<file path="config.mk">
export PLATFORM = sky130hd
export DESIGN_NAME = joy_scan_ctrl_flat
export DESIGN_NICKNAME = d
export VERILOG_FILES = /design/src/rtl/joy_scan_pkg.sv /design/src/rtl/joy_scan_if.sv /design/src/rtl/joy_clk_gen.sv /design/src/rtl/joy_scan_ctrl.sv /design/src/flat_wrapper.sv
export SDC_FILE = /design/constraint.sdc
export NUM_CORES = 1
export LEC_CHECK = 0
export ABC_AREA = 1
export BUFFER_PORTS_ARGS = -buffer_cell sky130_fd_sc_hd__clkbuf_2
export CAP_MARGIN = 20
export CORE_UTILIZATION = 40
export DETAILED_ROUTE_END_ITERATION = 10
export GPL_TIMING_DRIVEN = 0
export PLACE_DENSITY = 0.62
export SYNTH_ARGS = -nofsm -noshare
export SYNTH_HDL_FRONTEND = slang
export SYNTH_HIERARCHICAL = 1
export SYNTH_SLANG_ARGS = --single-unit
</file>
<file path="constraint.sdc">
create_clock -name clk -period 3.4 [get_ports clk]
set_input_delay 0 -clock clk [delete_from_list [all_inputs] [get_ports clk]]
set_output_delay 0 -clock clk [all_outputs]
set_load 0.02 [all_outputs]
</file>
<file path="src/rtl/joy_scan_pkg.sv">
// Shared constants for the joystick shift-chain scanner.
// Holds the frame slot numbering, the capture width, the idle
// (nothing pressed) word, and the capture-to-word bit map.
// In each map, entry b is the capture bit that drives word bit b.
package joy_scan_pkg;

    localparam int JOY_BITS = 24;
    localparam int JOY_WORD = 12;

    localparam logic [4:0] LOAD_SLOT         = 5'd0;
    localparam logic [4:0] FIRST_SAMPLE_SLOT = 5'd2;
    localparam logic [4:0] LAST_SLOT         = 5'd25;

    localparam logic [JOY_WORD-1:0] JOY_IDLE = 12'hFFF;

    // joystick1: k0..7 -> bits 8,6,5,4,3,2,1,0 ; k20..23 -> bits 10,11,9,7
    localparam int J1_SRC [JOY_WORD] = '{7, 6, 5, 4, 3, 2, 1, 23, 0, 22, 20, 21};
    // joystick2: k8..15 -> bits 8,6,5,4,3,2,1,0 ; k16..19 -> bits 10,11,9,7
    localparam int J2_SRC [JOY_WORD] = '{15, 14, 13, 12, 11, 10, 9, 19, 8, 18, 16, 17};

endpackage

</file>
<file path="src/rtl/joy_scan_if.sv">
// Board-side chain pins plus the decoded joystick words.
//   joy_clk, joy_load : shift clock / active-low load strobe to the chain
//   joy_data          : serial data from the chain
//   joystick1/2       : active-low 12-bit player words
//   frame_done        : one-cycle pulse when the words update
// master = the scanner, slave = the chain/core side.
interface joy_scan_if;
    logic        joy_clk;
    logic        joy_load;
    logic        joy_data;
    logic [11:0] joystick1;
    logic [11:0] joystick2;
    logic        frame_done;

    modport master (
        output joy_clk, joy_load, joystick1, joystick2, frame_done,
        input  joy_data
    );

    modport slave (
        input  joy_clk, joy_load, joystick1, joystick2, frame_done,
        output joy_data
    );
endinterface

</file>
<file path="src/rtl/joy_clk_gen.sv">
// Free-running square shift clock built from clock enables.
//   clk, reset : system clock, asynchronous active-high reset
//   joy_clk    : registered square wave, period 2*CLK_DIV clk cycles
//   rise       : high on the clk cycle whose edge takes joy_clk 0->1
module joy_clk_gen #(
    parameter int CLK_DIV = 16
) (
    input  logic clk,
    input  logic reset,
    output logic joy_clk,
    output logic rise
);

    logic [7:0] div_cnt_reg;
    logic       joy_clk_reg;
    logic       wrap;

    assign wrap = (div_cnt_reg == 8'(CLK_DIV - 1));

    always_ff @(posedge clk or posedge reset) begin
        if (reset) begin
            div_cnt_reg <= 8'd0;
            joy_clk_reg <= 1'b0;
        end else if (wrap) begin
            div_cnt_reg <= 8'd0;
            joy_clk_reg <= ~joy_clk_reg;
        end else begin
            div_cnt_reg <= div_cnt_reg + 8'd1;
        end
    end

    // Combinational so the slot logic acts on the same edge that raises joy_clk.
    assign rise    = wrap & ~joy_clk_reg;
    assign joy_clk = joy_clk_reg;

endmodule

</file>
<file path="src/rtl/joy_scan_ctrl.sv">
// Joystick shift-chain sequencer.
// Each frame: slot 0 loads the chain (joy_load low), slot 1 settles,
// slots 2..25 each sample one bit on the joy_clk rise that ends them.
// After the last sample the two active-low words load together from
// the capture register and frame_done pulses.
//   clk, reset : system clock, asynchronous active-high reset
//   bus        : chain pins and joystick words (joy_scan_if.master)
// Optional build macro JOY_DEBOUNCE_EN: words only update when two
// consecutive frames captured identical data.
module joy_scan_ctrl
    import joy_scan_pkg::*;
#(
    parameter int CLK_DIV   = 16,
    parameter int NUM_SLOTS = 26
) (
    input  logic        clk,
    input  logic        reset,
    joy_scan_if.master  bus
);

    localparam logic [4:0] SLOT_LAST = 5'(NUM_SLOTS - 1);

    logic                rise;
    logic                joy_clk;
    logic [4:0]          slot_reg;
    logic [4:0]          slot_next;
    logic [JOY_BITS-1:0] capture_reg;
    logic                frame_end_reg;
    logic                joy_load_reg;
    logic [11:0]         j1_reg;
    logic [11:0]         j2_reg;
    logic                frame_done_reg;
    logic [11:0]         j1_map;
    logic [11:0]         j2_map;
    logic                update_ok;

    joy_clk_gen #(.CLK_DIV(CLK_DIV)) u_clk_gen (
        .clk     (clk),
        .reset   (reset),
        .joy_clk (joy_clk),
        .rise    (rise)
    );

    always_comb begin
        slot_next = slot_reg;
        if (rise) begin
            slot_next = (slot_reg == SLOT_LAST) ? LOAD_SLOT : slot_reg + 5'd1;
        end
    end

    always_ff @(posedge clk or posedge reset) begin
        if (reset) begin
            slot_reg      <= LOAD_SLOT;
            capture_reg   <= '1;
            frame_end_reg <= 1'b0;
            joy_load_reg  <= 1'b1;
        end else begin
            slot_reg      <= slot_next;
            // Follows slot_next so joy_load is low for exactly the slot-0 cycles.
            joy_load_reg  <= (slot_next != LOAD_SLOT);
            frame_end_reg <= rise && (slot_reg == SLOT_LAST);
            if (rise && slot_reg >= FIRST_SAMPLE_SLOT) begin
                capture_reg[slot_reg - FIRST_SAMPLE_SLOT] <= bus.joy_data;
            end
        end
    end

    genvar gi;
    generate
        for (gi = 0; gi < JOY_WORD; gi++) begin : g_map
            assign j1_map[gi] = capture_reg[J1_SRC[gi]];
            assign j2_map[gi] = capture_reg[J2_SRC[gi]];
        end
    endgenerate

`ifdef JOY_DEBOUNCE_EN
    logic [JOY_BITS-1:0] prev_capture_reg;

    always_ff @(posedge clk or posedge reset) begin
        if (reset) begin
            prev_capture_reg <= '1;
        end else if (frame_end_reg) begin
            prev_capture_reg <= capture_reg;
        end
    end

    assign update_ok = frame_end_reg && (capture_reg == prev_capture_reg);
`else
    assign update_ok = frame_end_reg;
`endif

    always_ff @(posedge clk or posedge reset) begin
        if (reset) begin
            j1_reg         <= JOY_IDLE;
            j2_reg         <= JOY_IDLE;
            frame_done_reg <= 1'b0;
        end else begin
            frame_done_reg <= update_ok;
            if (update_ok) begin
                j1_reg <= j1_map;
                j2_reg <= j2_map;
            end
        end
    end

    assign bus.joy_clk    = joy_clk;
    assign bus.joy_load   = joy_load_reg;
    assign bus.joystick1  = j1_reg;
    assign bus.joystick2  = j2_reg;
    assign bus.frame_done = frame_done_reg;

endmodule

</file>
<file path="src/flat_wrapper.sv">
// flat-port wrapper written by rule: the top's interface ports become plain ports
module joy_scan_ctrl_flat import joy_scan_pkg::*;
#(
    parameter int CLK_DIV   = 16,
    parameter int NUM_SLOTS = 26
)
  (clk, reset, bus_joy_clk, bus_joy_load, bus_joystick1, bus_joystick2, bus_frame_done, bus_joy_data);
  joy_scan_if bus_i ();
  input  logic clk;
  input  logic reset;
  output wire logic [$bits(bus_i.joy_clk)-1:0] bus_joy_clk;
  output wire logic [$bits(bus_i.joy_load)-1:0] bus_joy_load;
  output wire logic [$bits(bus_i.joystick1)-1:0] bus_joystick1;
  output wire logic [$bits(bus_i.joystick2)-1:0] bus_joystick2;
  output wire logic [$bits(bus_i.frame_done)-1:0] bus_frame_done;
  input wire logic [$bits(bus_i.joy_data)-1:0] bus_joy_data;
  assign bus_joy_clk = bus_i.joy_clk;
  assign bus_joy_load = bus_i.joy_load;
  assign bus_joystick1 = bus_i.joystick1;
  assign bus_joystick2 = bus_i.joystick2;
  assign bus_frame_done = bus_i.frame_done;
  assign bus_i.joy_data = bus_joy_data;
  joy_scan_ctrl #(.CLK_DIV(CLK_DIV), .NUM_SLOTS(NUM_SLOTS)) u_core (.clk(clk), .reset(reset), .bus(bus_i));
endmodule
</file>
# Word-level counts from Yosys, hierarchy flattened
# Index checks and enable logic that the tools add are counted.
# word_totals
regBits	65
inputBits	3
out_inout_bits	27
elab_cells	29
# op_classes
addsub	3
order_cmp	3
eq_ne	2
mux	6
bitwise	2
reduce_logical	4
# ops
operator	n
24-bit bitwise mux	1
5-bit 2-to-1 mux	2
8-bit by 1-bit adder with 8-bit output, second input constant	1
8-bit by 4-bit == test with 1-bit output, second input constant	1
8-bit 2-to-1 mux	1
5-bit by 6-bit < comparator with 1-bit output, second input constant	1
5-bit by 1-bit adder with 5-bit output, second input constant	1
1-bit demux with 5-bit select	1
5-bit == test, second input constant	1
5-bit by 1-bit greater-or-equal comparator with 1-bit output, second input constant	1
5-bit by 2-bit greater-or-equal comparator with 1-bit output, second input constant	1
5-bit nonzero test	1
5-bit by 2-bit subtractor with 5-bit output, second input constant	1
1-bit logical AND	3
1-bit bitwise AND	1
1-bit 2-to-1 mux	1
1-bit inverter	1

# Depth between registers and ports, before layout
# Gate-level depths: netlist of run 1.
# logic_depth
word_depth	6
ltp_mapped	14
depth_no_buf	12

# Modules after synthesis
# The synthesis of run 1 kept the hierarchy.
# modules_own_cells
mod	n_inst	cells_per_inst	area_per_inst_um2
joy_scan_ctrl	1	263	2670.1
joy_clk_gen	1	57	444.2

# Least setup slack after synthesis of run 1
# No wires, ideal clock.
# synth_path
path_type	register -> register
from	reg u_core.u_clk_gen.div_cnt_reg[0]
to	reg u_core.capture_reg[21]
setup_ps	76
arrival_ps	1617
required_ps	3324
slack_ps	1707
path_stages_with_launch	15
synth_period_minus_slack_ps	1693
cell_sequence	dfrtp_1 -> ha_1 -> nand3_2 -> nor2_4 -> nand2_2 -> inv_1 -> buf_4 -> nand2_1 -> inv_1 -> nand2_1 -> inv_2 -> buf_4 -> nand2_1 -> nand2_1 -> nand2_1
# synth_via
elab_chain_len	3
# synth_rtl
item	line_no	rtl
start: declaration	joy_clk_gen.sv:14	logic [7:0] div_cnt_reg;
start signal: assignment	joy_clk_gen.sv:28	div_cnt_reg <= div_cnt_reg + 8'd1;
8-bit by 4-bit == test with 1-bit output	joy_clk_gen.sv:18	assign wrap = (div_cnt_reg == 8'(CLK_DIV - 1));
1-bit bitwise AND	joy_clk_gen.sv:33	assign rise = wrap & ~joy_clk_reg;
named net u_core.rise	joy_scan_ctrl.sv:23	logic rise;
1-bit logical AND	joy_scan_ctrl.sv:62	if (rise && slot_reg >= FIRST_SAMPLE_SLOT) begin
end signal: indexed assignment	joy_scan_ctrl.sv:63	capture_reg[slot_reg - FIRST_SAMPLE_SLOT] <= bus.joy_data;
end: declaration	joy_scan_ctrl.sv:27	logic [JOY_BITS-1:0] capture_reg;
# The timed path passes the listed nets, and every way through them passes these cells.
# A chain may end at the register's enable or synchronous reset.

# Worst setup path in the final report of run 1
# layout_path
from	reg u_core.u_clk_gen.div_cnt_reg[0]
to	reg u_core.capture_reg[1]
# Same word-level chain as after synthesis.

==> results of run 1 <==
==> path summary, 6_finish.rpt <==
kind / start / end / slack [ns] / cells after the start
max: u_core/u_clk_gen/div_cnt_reg[0] / u_core/capture_reg[1] / 1.46 / 14
min: reset / u_core/u_clk_gen/div_cnt_reg[6] / 0.18 / 3
max reg2reg: u_core/u_clk_gen/div_cnt_reg[0] / u_core/capture_reg[1] / 1.46 / 14
min reg2reg: u_core/frame_end_reg / u_core/bus.frame_done / 0.39 / 0
max in group asynchronous: reset / u_core/capture_reg[6] / 2.63 / 4
min in group clk: u_core/frame_end_reg / u_core/bus.frame_done / 0.39 / 0
==> metrics by stage <==
stage	power, mW	utilization
global route	1.48	0.489
detailed placement	0.813	0.462
floorplan	0.802	-
CTS	1.44	0.489
finish	1.41	0.489
global placement	0.810	0.459
==> synthesized netlist by cell type (4+ instances only) <==
cell and count:
nand3_2 4, ha_1 8, dfstp_2 49, nor2_4 10
inv_1 23, mux2_2 24, nand3_1 34, nand4_1 4
nand2_1 105, nor2_1 19, dfrtp_1 16
==> worst max-delay path: cells and delay by family, from the launching register on <==
kind          cells  cell delay, ns
fa+ha+maj         1            0.24
buf+inv           5            0.54
simple gates      8            0.72
flops             1            0.39
==> power breakdown <==
| part | internal [mW] | switching, mW |
|---|---|---|
| Combinational | 0.00535 | 0.0197 |
| Clock | 0.330 | 0.277 |
| Sequential | 0.776 | 0 |
==> layout make-up <==
| cell class | count | share of cell area |
|---|---|---|
| plain buffers | 10 | 0.0194 |
| clock buffers | 9 | 0.0343 |
| clock inverters | 6 | 0.0166 |
| inverters | 26 | 0.0271 |
| multi-input cells | 219 | 0.349 |
| flip-flops and latches | 65 | 0.468 |
| well taps | 99 | 0.0343 |
| repair buffers | 32 | 0.0513 |
==> placed cells by master, fill, tap and decap left out, drive strengths merged <==
cell type    instances
buf                  8
bufinv               1
clkbuf              41
clkinv               3
clkinvlp             2
dfrtp               16
dfstp               49
dlygate4sd3          2
ha                   8
inv                 26
mux2                24
nand2              109
nand3               38
nand4                4
nor2                31
o21ai                3
xor2                 2
==> repair_timing <==
| action | 4_1_cts | 5_1_grt |
|---|---|---|
| endpoints found under the hold margin | 30 | 0 |
| gates resized for setup | 0 | 0 |
| hold buffers | 2 | 0 |
| setup buffers | 0 | 0 |
==> routing by layer <==
metal	share of wire	track usage	vias up
met5	0	0	-
met4	0.0097	0.0605	0
met3	0.030	0.0406	4
met2	0.49	0.239	33
met1	0.47	0.193	1022
li1	-	-	1106
==> logic make-up after synthesis <==
logic type | count (synthesis) | share of synthesized area
compound gates | 3 | 0.00482
xor+xnor | 2 | 0.00563
fa+ha+maj | 8 | 0.0321
buf+inv | 36 | 0.0538
flops | 65 | 0.542
mux | 24 | 0.0868
simple gates | 182 | 0.275
==> reports/summary.md, run 1 <==
The fraction of layout cells with a size suffix above 1 works out to 0.406. The worst slew margin relative to its limit was 0.672; the peak per-stage delay on the critical path was 0.39 ns. The async set-or-reset flop fraction in the synthesized netlist came out at 1.00. TritonCTS built the clock tree. For the core region area, the log shows 7370 µm². In this run, CTS created clock tree buffers numbering 9.

The cell area after technology mapping was 3110 µm². The total negative setup slack is 0 ns. For the number of levels in the clock H-tree, the log shows 3. The detail route stage leaves a number of antenna-violating nets equal to 0.

For this run, the leading register cell type out of synthesis is dfstp_2. In the post-synthesis netlist, the biggest area contributors are dfstp_2 41%, dfrtp_1 13%, nand2_1 13%. The global-route total usage across every layer was 0.150.

The largest net degree at the start of global routing came out at 42. The highest fanout seen on the critical path was 10; the detailed-route via count was 2165. Clock skew on the completed layout was measured at 0.0103 ns.

The run gives 4 as the length of the first detailed-routing pass in iterations. Area added between synthesis and finish: 15.8%. The flow ran to the end, and the final reports show no timing, DRC or antenna violations. In this run the deepest clock path goes through 2 buffers. The run gives 0 as the count of pins over their slew limit. The number of global-route vias before repair is 2067, and the share of the synthesized area in the top cell type is 0.413. Setup repair after global routing left no endpoint under its margin.

Counting stages on the worst path, the most repeated cell is nand2_1. The fraction of the yosys area taken by sequential cells is 0.542, and the endpoint arrival time on the critical path is 2.19 ns. The synthesized design contains 65 register bits. Based on the critical path, the design can be clocked at up to 515 MHz.

At the placement stage, the worst setup path has a slack of 1.46 ns. Yosys mapped the design onto 21 distinct sky130hd cell types. The finished cells cover 3610 µm².

In the final layout, the multi-input gates occupy 1260 µm². The worst hold path belongs to the class in2async. The floorplan row count is 31, and the clock latency of the later-clocked register in the worst-skew pair is 0.33 ns. The analysis attributes to cell leakage a power of 1.73 nW. Traced cell by cell, the critical path runs through ha_1 > nand3_2 > nor2_4 > nand2_2 > inv_1 > buf_4 > nand2_1 > inv_1 > nand2_1 > inv_2 > buf_4 > nand2_1 > nand2_1 > nand2_1. STA classifies the critical path startpoint as a register. At the worst endpoint, the required time is 3.65 ns.

The per-instance average area after synthesis works out to 9.73 µm². The clock period minus final worst setup slack is 1.94 ns. In the routed design, unresolved DRC markers number 0.

Final hold analysis gives a worst-case slack of 0.180 ns. The number of port buffers was 29. The worst setup path is captured at a register. Across the VDD grid, the largest voltage drop is 0.197 mV. The repair_antennas step left the layout with diodes totalling 0.

The slew at the pin closest to its max-slew limit was 0.492 ns; the count of mapped cells out of synthesis was 320. The post-detailed-routing wire length was 5480 µm; the number of standard cells in the final layout excluding fillers was 466. For this design the top-level I/O count stands at 30.

The number of antenna violations at the first check in global routing was 0; the average wire per standard cell was 11.8 µm. CTS root buffer: clkbuf_8. In the final design database the tool counted 374 nets. Across the whole layout, storage elements account for 1690 µm². The total overflow left after global routing is 0. Number of fill cells in the layout: 695. The largest individual stage delay along the critical path comes from the cell dfrtp_1.

Max-cap violations in this run came to 0. For the number of hold violations in the final report, the log shows 0. The number of synthesized flops with an enable pin is 0, and the vertical extent of the die is 90.2 µm. For this design the ratio of total power to cell area is 391 nW/µm².

The run gives 331 as the total nets after synthesis. The die is 90.2 µm wide. For this design, the sink count on the clock tree is 65. Leading area contributor after synthesis: dfstp_2.

The share of the cycle needed by the critical path after routing was 0.571. During synthesis, Yosys emitted a total of 6 warnings. Routability-driven placement finished with a final weighted congestion of 0.787.

The floorplan step defined a die boundary enclosing 8140 µm². The placed instances occupy a cell area of 3400 µm². The first-pass GRT wire length came out at 9620 µm. The logs give 0.423 for the initial cell density of the core and 4060 µm for the HPWL after detailed placement. The run gives 1.46 ns as the post-layout worst setup margin. Average via count per standard cell: 4.65.

The critical path is of the reg2reg type. The register with the most flip-flops in the layout has 24 of them. The clock-pin slew on the worst setup and hold paths is 0.07 ns, and the detailed router's first-iteration violation count is 68. The logs give 449 for the instance count after placement with tap cells included and 0 for the count of final setup violators.
Power figures use the tool's default switching activity.
==> run 2, diff against run 1 <==
--- a/config.mk
+++ b/config.mk
@@ -5,7 +5,7 @@
 export SDC_FILE = /design/constraint.sdc
 export NUM_CORES = 1
 export LEC_CHECK = 0
-export ABC_AREA = 1
+export ABC_AREA = 0
 export BUFFER_PORTS_ARGS = -buffer_cell sky130_fd_sc_hd__clkbuf_2
 export CAP_MARGIN = 20
 export CORE_UTILIZATION = 40
==> constraint.sdc (replaced) <==
create_clock -name clk -period 1.8 [get_ports clk]
set_input_delay 0 -clock clk [delete_from_list [all_inputs] [get_ports clk]]
set_output_delay 0 -clock clk [all_outputs]
set_load 0.02 [all_outputs]
==> run 2 against run 1 <==
Effect of this change:
- the run now ends with setup timing left
- global-route usage increased by 2.1 points
- cell area rose by 10%
- critical path depth shrank 6
- register-to-register slack worse by 1.8 ns
- synthesized cell count is 23% lower
- core utilization up 5.4 points
- area after synthesis is 1.4% lower
- routed wire length grew 10%
- sequential share of layout area is 4.3 points lower
- clock power increased by 130%
- non-clock buffer count is 22 higher
- die area fell by 1.3%
==> reports/summary.md, run 2 <==
The length of the first detailed-routing pass in iterations is 4 (unchanged), and the total negative setup slack is -6.52 ns (-6.52 ns). Global route total overflow: 0 (unchanged). The initial cell density of the core is 0.419 (-0.00357). TritonCTS built the clock tree. The tools report the maximum buffer depth of the clock tree as 2 (unchanged). The number of port buffers works out to 29 (unchanged). Worst min-delay path class: in2async. Fraction of the yosys area taken by sequential cells: 0.549 (+0.00751).

The max-capacitance violation count came out at 0 (unchanged). The tools report the detailed router's first-iteration violation count as 66 (-2.9%). The share of the synthesized area in the top cell type was 0.419 (+0.00573). The worst voltage drop across the vdd grid came out at 0.518 mV (+160%).

The critical path endpoint category was a register. For the clock network fraction of total power, the log shows 0.466 (+0.035). The number of global-route vias before repair was 2071 (+0.19%); the per-instance average area after synthesis was 12.5 µm² (+29%). Leaving out fill and tap cells, the most frequent cell in the layout is dfstp_2. The final reports fail on setup timing. The flip-flop count of the largest register after layout is 24 (unchanged), and the floorplan row count is 31 (unchanged). The endpoint arrival time on the critical path is 2.41 ns (+0.22 ns). For the number of antenna cells inserted, the log shows 0 (unchanged).

The run gives 0.511 (-0.040) as the sequential fraction of design power. The logs give 0.34 ns (about the same) for the clock latency of the later-clocked register in the worst-skew pair and 7330 µm² (-0.53%) for the core region area. The clock skew after layout came out at 0.0124 ns (+0.00215 ns).

The tools report the final estimated routing congestion in global placement as 0.813 (+3.2%). The share of the cycle needed by the critical path after routing was 1.18 (+0.614); the global-route total usage across every layer was 0.171 (+0.0208). The startpoint kind of the worst setup timing path is a register.

The worst hold margin is 0.172 ns (-0.00865 ns). By area the synthesized netlist is led by dfstp_2 42%, dfrtp_1 13%, mux2_2 12%. The combinational power share was 0.023 (+0.005); the net switching power of the design was 0.608 mW (+100%). Total clock sinks: 65 (unchanged). For the largest net degree at the start of global routing, the log shows 37 (-12%). The count of mapped cells out of synthesis came out at 245 (-23%). The count of pins over their slew limit was 0 (unchanged); the clock-pin slew on the worst setup and hold paths was 0.08 ns (about the same). The logs give 2.07 ns (-1.58 ns) for the data required time of the worst path and 2.95 mW (+110%) for the total power draw.

The area growth from synthesis to layout is 29.7%. The cell area after technology mapping was 3070 µm² (-1.4%); the vertical extent of the die was 89.6 µm (-0.67%). The HPWL after detailed placement was 3940 µm (-2.9%).

For the number of antenna violations at the first check in global routing, the log shows 0 (unchanged). Setup repair after global routing could not meet its margin everywhere. The worst slew margin relative to its limit is 0.608 (-0.0641), and the fraction of layout cells with a size suffix above 1 is 0.640 (+0.234).

The post-detailed-routing wire length was 6030 µm (+10%). The logs give 10000 µm (+4.4%) for the first-pass GRT wire length and 2100 (-3.0%) for the detailed-route via count. Start-to-end type of the worst setup path: reg2reg. The overall die width was 89.6 µm (-0.67%); the synthesis warning total was 6 (unchanged). The run finished, with violations left.

The average via count per standard cell was 5.12 (+10%); the clock period minus final worst setup slack was 2.13 ns (+0.191 ns). The utilization after layout is 0.543 (+0.0540), and the count of nets left with antenna violations after detail routing is 0 (unchanged). The post-layout worst setup margin was -0.332 ns (-1.79 ns); the average wire per standard cell was 14.7 µm (+25%). Worst reg-to-reg path cell count: 8 (-6). Counting instances in the post-synthesis netlist gives the leading cell types as 49 x dfstp_2, 32 x mux2_2, 27 x nand3_1. The number of hold violations in the final report is 0 (unchanged), and the total nets after synthesis is 256 (-23%).

The count of state elements after synthesis works out to 65 (unchanged). The tools report the launch point of the worst path as u_core/u_clk_gen/div_cnt_reg[5]. The tools report the number of CTS-inserted buffers as 9 (unchanged). For this run, the leading register cell type out of synthesis is dfstp_2. For the final layout net count, the log shows 317 (-15%). The top cell types in the final layout, fill and taps aside, are 49 x dfstp_2, 32 x mux2_2, 29 x clkbuf_2. The count of final setup violators was 27 (+27). The power density normalized to cell area came out at 741 nW/µm² (+90%). The remaining routing DRC violations was 0 (unchanged); the switching fraction of total power was 0.206 (-0.00495).

The tools report the number of levels in the clock H-tree as 3 (unchanged). The number of synthesized flops with an enable pin was 0 (unchanged); the peak clock frequency supported by timing was 469 MHz (-9.0%). The number of primary I/O pins is 30 (unchanged). The leading area contributor after synthesis was dfstp_2. The cell-internal power is 2.34 mW (+110%).

The async set-or-reset flop fraction in the synthesized netlist is 1.00 (unchanged). The tools report the area enclosed by the die boundary as 8030 µm² (-1.3%). The slew at the pin closest to its max-slew limit was 0.588 ns (+0.0962 ns).

The most common cell in the synthesized netlist is dfstp_2. For the count of cell types in the netlist, the log shows 38 (+81%). CTS root buffer: clkbuf_8. The highest fanout seen on the critical path was 5 (-5); the standby leakage power was 1.65 nW (-4.5%). In this run the critical register-to-register path is launched from u_core/u_clk_gen/div_cnt_reg[5].
==> run 2: cell count changes after synthesis, sizes merged, moves of 4 or more <==
cell,before,now
a21oi,0,5
clkbuf,3,9
nand2,109,6
nand3,38,28
nor2,31,10
a211oi,0,4
nand2b,0,4
mux2,24,48
xnor2,0,4
nor3b,0,9
inv,26,6
==> run 2: metal layers <==
metal	vias to the layer above	part of all wire	wire [µm]	track usage
met1	1047	0.48	2920	0.217
li1	1005	-	-	-
met3	6	0.037	222	0.0576
met5	-	0	0	0
met4	0	0.0085	51	0.0620
met2	42	0.47	2830	0.271
==> run 2: timing repair <==
action                                  CTS  global route
gates resized for setup                  19            11
gates cloned                              0             1
pin swaps                                 7             5
hold endpoints to repair                 15             0
endpoints found under the setup margin   31            29
buffers inserted                         13             5
hold buffers                              2             0
==> run 2: final timing paths <==
kind                                                    to  slack [ns]
max in group asynchronous           u_core/capture_reg[17]        0.96
min                        u_core/u_clk_gen/div_cnt_reg[2]        0.17
min reg2reg                          u_core/bus.frame_done        0.38
max reg2reg                         u_core/capture_reg[22]       -0.33
max                                 u_core/capture_reg[22]       -0.33
min in group clk                     u_core/bus.frame_done        0.38
==> run 2: cell type report <==
type | instances | area, µm²
Buffer | 13 | 77.6
Clock buffer | 10 | 138
Clock inverter | 6 | 91.3
Fill cell | 652 | 3350
Inverter | 6 | 25.0
Multi-Input combinational cell | 160 | 1500
Sequential cell | 65 | 1690
Tap cell | 99 | 124
Timing Repair Buffer | 51 | 340
==> run 2: worst max-delay path, stage by stage (launching register included) <==
cell      delay [ns]
dfrtp_2         0.43
nor4_4          0.30
nand3_2         0.15
nor2_4          0.15
clkbuf_8        0.16
nand2_1         0.08
a211oi_4        0.22
nor3b_2         0.27
mux2_4          0.32
==> run 2: cells by family (layout without fill, tap and decap cells) <==
group	after synthesis	count (layout)	share of synthesized area
and+or+nand+nor	71	71	0.131
DFF	65	65	0.549
muxes	48	48	0.176
AOI/OAI and AO/OA	24	24	0.0595
buffers and inverters	20	86	0.0261
xor gates and xnor gates	9	9	0.0257
adders and majority gates	8	8	0.0326
==> run 2: per-stage QoR <==
step	std cells	area, µm²	setup slack, ns
after floorplan	245	3160	-0.156
after global placement	373	3430	-0.483
after detailed placement	374	3450	-0.521
after CTS	404	3890	-0.342
after global routing	410	3980	-0.449
final	410	3980	-0.332
==> run 2: power by group through the flow <==
stage	clock network [mW]	registers (mW)	logic, mW
after CTS	1.43	1.51	0.0693
after detailed placement	0	1.53	0.0629
after global placement	0	1.53	0.0563
after floorplan	0	1.52	0.0400
after global routing	1.49	1.51	0.0797
final	1.38	1.51	0.0690
==> run 3, diff against run 2 <==
--- a/config.mk
+++ b/config.mk
@@ -12,6 +12,7 @@
 export DETAILED_ROUTE_END_ITERATION = 10
 export GPL_TIMING_DRIVEN = 0
 export PLACE_DENSITY = 0.62
+export SETUP_SLACK_MARGIN = 0.05
 export SYNTH_ARGS = -nofsm -noshare
 export SYNTH_HDL_FRONTEND = slang
 export SYNTH_HIERARCHICAL = 1
==> run 3 against run 2 <==
Effect of this change:
- highest routed layer unchanged
- final cell count increased by 2.2%
- clock power is essentially flat
- non-clock buffer count grew 9
- largest cell class unchanged
- the run still ends with setup timing left
- core utilization rose by 3.5 points
- critical path type unchanged
- die area unchanged
- sequential power about the same
- combinational power grew 6.7%
- critical endpoint is now u_core/capture_reg[7]
- global-route usage up 1.0 points
==> reports/summary.md, run 3 (same netlist as run 2, synthesis figures left out) <==
The run finished, with violations left. The checks that failed: setup timing. The run gives 2.39 ns (-0.02 ns) as the endpoint arrival time on the critical path. For the final estimated routing congestion in global placement, the log shows 0.791 (-2.6%). The HPWL after detailed placement was 3990 µm (+1.3%); the detailed-route via count was 2138 (+1.8%). The slew at the pin closest to its max-slew limit was 0.702 ns (+0.114 ns); the initial cell density of the core was 0.419 (unchanged). Count of nets left with antenna violations after detail routing: 0 (unchanged). Buffering stage count on the worst path with inverters included: 2 (+1). The logs give 3 (unchanged) for the number of levels in the clock H-tree and 0.531 (-0.0764) for the worst slew margin relative to its limit. In the layout the commonest cells are 49 x dfstp_2, 31 x clkbuf_2, 30 x mux2_2.

The worst setup path is captured at a register. The logs give 65 (unchanged) for the total clock sinks and 1.76 nW (+6.5%) for the standby leakage power. The maximum buffer depth of the clock tree was 2 (unchanged). The critical path in this run is classified as reg2reg. The fraction of layout cells with a size suffix above 1 came out at 0.706 (+0.0664). The min-delay analysis places its worst path in the category in2async. The number of global-route vias before repair was 2079 (+0.39%); the area enclosed by the die boundary was 8030 µm² (unchanged). Clock-pin slew on the worst setup and hold paths: 0.07 ns (about the same).

Core region area: 7330 µm² (unchanged). The run gives 84 (+27%) as the detailed router's first-iteration violation count. Post-detailed-routing wire length: 6380 µm (+5.9%). The run gives 0 (unchanged) as the number of antenna cells inserted.

The area growth from synthesis to layout is 38.1%. The number of primary I/O pins came out at 30 (unchanged). Grouping stages by cell kind, the critical path spends the most delay in simple AND/OR/NAND/NOR gates. The slowest cell on the critical path is dfrtp_2. The tools report the first-pass GRT wire length as 10500 µm (+4.8%). For the peak clock frequency supported by timing, the log shows 472 MHz (+0.73%).

The startpoint kind of the worst setup timing path was a register. For the floorplan row count, the log shows 31 (unchanged). The post-route cell area is 4240 µm² (+6.5%), and the footprint of the multi-input gates is 1660 µm² (+11%). CTS placed an instance of clkbuf_8 at the clock tree root.

The run gives 0.0101 ns (-0.00228 ns) as the clock skew after layout. The overall die width is 89.6 µm (unchanged). The average via count per standard cell works out to 5.10 (-0.38%). The share of the cycle needed by the critical path after routing came out at 1.18 (-0.00857). Flip-flop count of the largest register after layout: 24 (unchanged).

The logs give 326 (+2.8%) for the final layout net count and 31 (-16%) for the largest net degree at the start of global routing. The peak per-stage delay on the critical path was 0.43 ns (about the same). Traced cell by cell, the critical path runs through nor4_4 > nand3_2 > nor2_4 > buf_8 > nand2_2 > a211oi_4 > buf_4 > nand3_2 > mux2_4. Power density normalized to cell area: 704 nW/µm² (-5.0%). The sequential cell area was 1690 µm² (about the same); the vertical extent of the die was 89.6 µm (unchanged). Global-route total usage across every layer: 0.181 (+0.00996). For the utilization after layout, the log shows 0.579 (+0.0353). Number of port buffers: 29 (unchanged). The average wire per standard cell works out to 15.2 µm (+3.6%).

The tools report the worst voltage drop across the vdd grid as 0.323 mV (-38%). The number of fill cells in the layout is 595 (-8.7%). The most frequent cell on the critical path was nand3_2. Setup repair after global routing could not meet its margin everywhere.

The logs give 0 (unchanged) for the max-capacitance violation count and 9 (unchanged) for the number of CTS-inserted buffers. The count of pins over their slew limit was 0 (unchanged); the count of final setup violators was 29 (+7.4%). The post-layout worst setup margin was -0.317 ns (+0.0154 ns); the clock latency of the later-clocked register in the worst-skew pair was 0.35 ns (about the same). The total negative setup slack is -6.91 ns (-0.388 ns), and the number of hold violations in the final report is 0 (unchanged).

The run gives 3460 µm² (+0.11%) as the placement-stage cell area. The remaining routing DRC violations was 0 (unchanged); the global route total overflow was 0 (unchanged). The data required time of the worst path was 2.07 ns (about the same). The highest fanout seen on the critical path works out to 5 (unchanged). The clock period minus final worst setup slack is 2.12 ns (-0.0154 ns), and the number of antenna violations at the first check in global routing is 0 (unchanged). The length of the first detailed-routing pass in iterations is 4 (unchanged). TritonCTS built the clock tree. Most common library cell in the layout ignoring fill and taps: dfstp_2.
## run 3: power by group
| group | total, mW | switching [mW] | internal, mW |
|---|---|---|---|
| clock network | 1.41 | 0.542 | 0.865 |
| logic | 0.0736 | 0.0434 | 0.0302 |
| registers | 1.51 | 0.0102 | 1.50 |
## run 3: cell type report
class,count,area share
Multi-Input combinational cell,160,0.392
Tap cell,99,0.0292
Timing Repair Buffer,60,0.0988
Clock buffer,12,0.0369
Sequential cell,65,0.398
Clock inverter,4,0.0174
Buffer,13,0.0203
Inverter,6,0.00708
## run 3: worst paths after layout
kind,slack (ns),cells past startpoint,endpoint,startpoint
setup / recovery,-0.32,9,u_core/capture_reg[7],u_core/u_clk_gen/div_cnt_reg[4]
hold / removal,0.16,3,u_core/u_clk_gen/div_cnt_reg[1],reset
setup reg to reg,-0.32,9,u_core/capture_reg[7],u_core/u_clk_gen/div_cnt_reg[4]
hold reg to reg,0.38,0,u_core/bus.frame_done,u_core/frame_end_reg
max in group asynchronous,0.91,4,u_core/bus.joystick2[7],reset
min in group clk,0.38,0,u_core/bus.frame_done,u_core/frame_end_reg
## run 3: worst reg2reg max path: stages, from the launching register on
cell and delay, ns:
dfrtp_2 0.43, nor4_4 0.32, nand3_2 0.15, nor2_4 0.12, buf_8 0.13, nand2_2 0.10, a211oi_4 0.26, buf_4 0.15
nand3_2 0.07, mux2_4 0.31
## run 3: routing by layer
metal / share of wire / wire (µm) / global-route usage / vias up
met1: 0.49 / 3130 / 0.254 / 1073
met3: 0.040 / 257 / 0.0384 / 9
li1: - / - / - / 1016
met5: 0 / 0 / 0 / -
met2: 0.45 / 2880 / 0.260 / 40
met4: 0.017 / 110 / 0.0996 / 0
## run 3: repair_timing
item,in CTS,in global routing
hold buffers,2,0
pin swaps,6,8
setup endpoints to repair,31,45
buffers inserted,18,10
gates resized for setup,31,46
endpoints found under the hold margin,15,0
cloned,1,0
## run 3: stage by stage
| stage | std cells | power (mW) | hold slack, ns | setup slack, ns |
|---|---|---|---|---|
| global placement | 373 | 1.59 | -0.0262 | -0.506 |
| CTS | 411 | 3.03 | 0.153 | -0.369 |
| global route | 419 | 3.12 | 0.188 | -0.412 |
| detailed placement | 374 | 1.59 | -0.0218 | -0.521 |
| floorplan | 245 | 1.56 | -0.172 | -0.156 |
| finish | 419 | 2.99 | 0.160 | -0.317 |
